[src/rtl/instruction_fetch_unit.sv]
// Fetch stage: PC register, word-addressed instruction memory and a run/halt FSM.
// Combinational instruction read in RUN; a NOP is presented whenever fetching is gated off.
module instruction_fetch_unit #(
    parameter int IMEM_WORDS = 64,
    parameter int ADDR_W     = 6,
    parameter int PC_W       = 64
) (
    input  logic              clk,
    input  logic              reset,
    input  logic              start,
    input  logic              load_en,
    input  logic [ADDR_W-1:0] load_addr,
    input  logic [31:0]       load_data,
    input  logic              Branch,
    input  logic              Zero,
    input  logic [PC_W-1:0]   imm_offset,
    output logic [PC_W-1:0]   pc_out,
    output logic [31:0]       instruction,
    output logic [6:0]        opcode,
    output logic              fetch_valid,
    output logic              halted
);

    localparam logic [31:0] NOP = 32'h0000_0013;

    typedef enum logic [1:0] {IDLE, RUN, HALT} state_t;

    state_t            state;
    state_t            state_nxt;
    logic [PC_W-1:0]   pc;
    logic [PC_W-1:0]   pc_nxt;
    logic [PC_W-1:0]   target_pc;
    logic [31:0]       imem [IMEM_WORDS];
    logic [31:0]       mem_word;
    logic              take_branch;
    logic              out_of_range;
    logic              halt_cond;

    assign mem_word    = imem[pc[ADDR_W+1:2]];
    assign take_branch = Branch & Zero;
    assign target_pc   = take_branch ? pc + imm_offset : pc + PC_W'(4);
    // Any bit above the memory span set means past the end, including negative wrap.
    assign out_of_range = |target_pc[PC_W-1:ADDR_W+2];
    assign halt_cond    = (mem_word == 32'h0) || (target_pc[1:0] != 2'b00) || out_of_range;

    // Memory is deliberately outside the reset domain so a program survives reset.
    always_ff @(posedge clk) begin
        if (state == IDLE && load_en) begin
            imem[load_addr] <= load_data;
        end
    end

    always_ff @(posedge clk or posedge reset) begin
        if (reset) begin
            state <= IDLE;
            pc    <= '0;
        end else begin
            state <= state_nxt;
            pc    <= pc_nxt;
        end
    end

    always_comb begin
        state_nxt = state;
        pc_nxt    = pc;
        case (state)
            IDLE: begin
                if (start) begin
                    state_nxt = RUN;
                end
            end
            RUN: begin
                if (halt_cond) begin
                    state_nxt = HALT;
                end else begin
                    pc_nxt = target_pc;
                end
            end
            HALT: begin
                if (start) begin
                    state_nxt = RUN;
                    pc_nxt    = '0;
                end
            end
            default: begin
                state_nxt = IDLE;
                pc_nxt    = '0;
            end
        endcase
    end

    assign pc_out      = pc;
    assign instruction = (state == RUN) ? mem_word : NOP;
    assign opcode      = instruction[6:0];
    assign fetch_valid = (state == RUN);
    assign halted      = (state == HALT);

endmodule

[config.mk]
export PLATFORM = sky130hd
export DESIGN_NAME = instruction_fetch_unit
export DESIGN_NICKNAME = d
export VERILOG_FILES = /design/src/rtl/instruction_fetch_unit.sv
export SDC_FILE = /design/constraint.sdc
export NUM_CORES = 2
export LEC_CHECK = 0
export BUFFER_PORTS_ARGS = -buffer_cell sky130_fd_sc_hd__buf_2
export CAP_MARGIN = 40
export CORE_ASPECT_RATIO = 1.5
export CORE_MARGIN = 2
export CORE_UTILIZATION = 50
export CTS_CLUSTER_SIZE = 40
export DETAILED_ROUTE_END_ITERATION = 6
export PLACE_DENSITY = 0.66
export SKIP_LAST_GASP = 1
export SLEW_MARGIN = 20
export SYNTH_ARGS = -nofsm -noshare
export SYNTH_HDL_FRONTEND = slang
export SYNTH_SLANG_ARGS = --single-unit
[constraint.sdc]
create_clock -name clk -period 7.62 [get_ports clk]
set_input_delay 1.524 -clock clk [delete_from_list [all_inputs] [get_ports clk]]
set_output_delay 1.524 -clock clk [all_outputs]
set_load 0.01 [all_outputs]
==> reports/qor.txt <==
Pint: 18.3 mW
Fin. Hold Viols: 0
number of hold buffers added after CTS: 0
Clk Latency, worst-skew pair: 0.83 ns
Crit Path Max Fanout: 123
Initial Util: 50.3%
Critical path buffers and inverters: 4
Netlist cell types: 82
vias: 47500
transition time of the tightest slew-check pin: 1.17 ns
Synth top area share: 71.5%
routed wire length: 265000 um
H-tree Lvls: 4
area grow syn2layout: 14.3%
Critical Path Most Common Cell: buf_4
vias per inst: 6.56
fmax: 0.147 GHz
GRT overflow: 0
CP max stage cell: dfrtp_4
Synth Area in XOR/XNOR: 0.927%
Post-CTS Repair Setup Buffers: 0
HP Class: flop to flop
Remaining DRCs: 0
placed instance count: 6897
leading register cell type out of synthesis: edfxtp_1
Final HPWL DP: 171000 um
area leader, netlist: edfxtp_1
R2R setup slack: 0.82 ns
synthesized area: 86000 um^2
DRC marker count from the first detailed-route iteration: 5686
status: complete, no violations
TritonRoute pass-1 iters: 6
Req. time, crit path: 8.38 ns
worst reg2reg path depth: 16
Slew headroom: 22.2%
sequential area share after synthesis: 73.4%
pin count of the biggest net entering global routing: 124
Endpoint, Worst Hold: pc_out[0]$_DFFE_PP0P_
share of post-route cells with drive strength above 1: 26.9%
clock buffer count from CTS: 180
synthesized flop and latch total: 2114
IO Pins: 213
crit-path cells: buf_12 -> mux4_2 -> a22o_1 -> a221oi_1 -> o22ai_1 -> nor3_1 -> buf_4 -> and4_1 -> nand3_1 -> nor4_1 -> buf_4 -> nor4_2 -> nand2_1 -> o21a_2 -> buf_4 -> and2_1
Routability Congestion: 0.942
worst stage delay on the critical path: 0.79 ns
Setup TNS: 0 ns
asr flop ratio synth: 3.12%
global-route wire length before repair: 367000 um
CTS resizes: 0
setup violators final: 0
Synth Instances: 4419
final hold slack: 0.658 ns
mux cell area share after synthesis: 14.6%
die height: 512 um
Wirelength per Cell: 36.5 um
Post-Route Skew: 0.0416 ns
hold path startpoint: pc_out[0]$_DFFE_PP0P_
sequential power share: 54.4%
initial antenna violation count: 15
Leak Pwr: 31.2 nW
critical path type: flop to flop
clk root buf: clkbuf_16
worst vdd ir: 0.243 mV
post-route antenna net violation count: 0
Post-synth EDFFs: 2048
total die area: 175000 um^2
Max-Cap Viols: 0
post-synthesis simple-gate area fraction: 4.08%
Psw: 5.29 mW
Min-Delay Path Depth: 1
max-slew violation count: 0
Crit path max-delay family: compound AO/OA/AOI/OAI gates
post-synthesis compound-gate area fraction: 4.64%
RSZ-0062 raised after global routing: no
Die Width: 343 um
synth top area cells: edfxtp_1, mux4_2, dfrtp_1
CP arrival: 7.56 ns
Reg2Reg Launch Point: pc_out[3]$_DFFE_PP0P_
fin crit period: 6.80 ns
port bufs: 212
PwrDens: 240 nW/um^2
nature of the critical path endpoint: flop
Worst R2R End: pc_out[20]$_DFFE_PP0P_
Synth Warn #: 0
Clock transition at path regs: 0.07 ns
Clock power frac: 39.1%
Post-Synth Adder-Cell Area: 0.955%
total track usage: 30.3%
Combinational Power Share: 6.5%
# fillers: 12600
TritonCTS clock tree: built
Final nets: 5004
Tcrit/Tclk final: 89.3%
Row Count: 186
vias in the first global route: 48000
syn_nets: 4592
clock sink count: 2114
syn_area_per_cell: 19.5 um^2
CP startpoint kind: flop
maximum buffer depth of the clock tree: 3
Finished Layout Cells: 7245
Sw Ratio: 22.5%
largest family of logic cells by synthesized area: multiplexers
Core Region: 171000 um^2
## metrics by stage
stage	total power [mW]	cell area, um^2	worst slack, ns	util [%]
2_1_floorplan	13.8	86000	2.10	-
3_3_place_gp	14.5	90700	0.234	53.0
3_5_place_dp	14.6	92300	0.689	53.9
4_1_cts	23.6	98100	0.766	57.4
5_1_grt	24.1	98300	0.529	57.4
6_report	23.6	98300	0.818	57.5
## cell usage after synthesis, drive strengths merged (43+ instances only)
library cell	n
edfxtp	2048
mux4	526
nor2	181
a21oi	177
nand2	159
a22oi	143
clkbuf	122
buf	101
o21ai	80
and2	74
dfrtp	66
ha	64
mux2i	63
nand3	54
nand4	52
xnor2	51
nor4	43
## how the worst max path moves through the flow
stage / end / slack, ns / cells after the start / start
CTS: pc_out[20]$_DFFE_PP0P_ / 0.77 / 16 / pc_out[2]$_DFFE_PP0P_
global route: pc_out[12]$_DFFE_PP0P_ / 0.53 / 16 / pc_out[2]$_DFFE_PP0P_
floorplan: pc_out[3]$_DFFE_PP0P_ / 2.10 / 17 / imm_offset[0]
detailed placement: pc_out[20]$_DFFE_PP0P_ / 0.69 / 19 / imm_offset[0]
global placement: pc_out[25]$_DFFE_PP0P_ / 0.23 / 18 / imm_offset[0]
finish: pc_out[20]$_DFFE_PP0P_ / 0.82 / 16 / pc_out[3]$_DFFE_PP0P_
## placed cells by master (no fill, tap or decap), drive strengths merged, types with 52 or more instances in the layout
cell	count
clkbuf	232
nand4	52
a21oi	177
nand2	159
and2	74
mux4	526
nand3	54
edfxtp	2048
clkinv	72
dfrtp	66
a22oi	143
ha	64
nor2	181
buf	449
mux2i	63
o21ai	80
## power groups by stage
stage | clock (mW) | combinational [mW] | sequential, mW
after floorplan | 0 | 0.729 | 13.0
after global placement | 0 | 1.43 | 13.1
after detailed placement | 0 | 1.51 | 13.1
after CTS | 9.31 | 1.51 | 12.8
after global routing | 9.70 | 1.59 | 12.8
final | 9.22 | 1.53 | 12.8
## kinds of logic (layout without fill, tap and decap cells)
group                      after synthesis  after routing
and+or+nand+nor                        698            698
DFF                                   2114           2114
other                                    0              8
xor gates and xnor gates                91             91
AOI/OAI and AO/OA                      603            603
adders and majority gates               65             65
buffers and inverters                  254            816
muxes                                  594            594
## sequential cells by signal, summed over array words and instances, names as in the netlist
name and flops:
imem 2048, pc_out 64, state 2
## metal layers
metal / wire (um) / vias up / global-route usage [%]
met5: 7 / - / 0
met4: 15400 / 2 / 15.7
met3: 20900 / 526 / 4.75
met2: 136000 / 2643 / 51.8
li1: - / 19200 / -
met1: 92300 / 25100 / 37.2
## layout make-up
class / count / area (um^2) / area share (%)
Clock buffer: 230 / 4790 / 4.87
Inverter: 31 / 119 / 0.121
Timing Repair Buffer: 453 / 4090 / 4.16
Tap cell: 2256 / 2820 / 2.87
Multi-Input combinational cell: 2051 / 22200 / 22.6
Antenna cell: 8 / 20.0 / 0.0204
Sequential cell: 2114 / 63200 / 64.3
Clock inverter: 102 / 1080 / 1.10
Power figures use the tool's default switching activity.
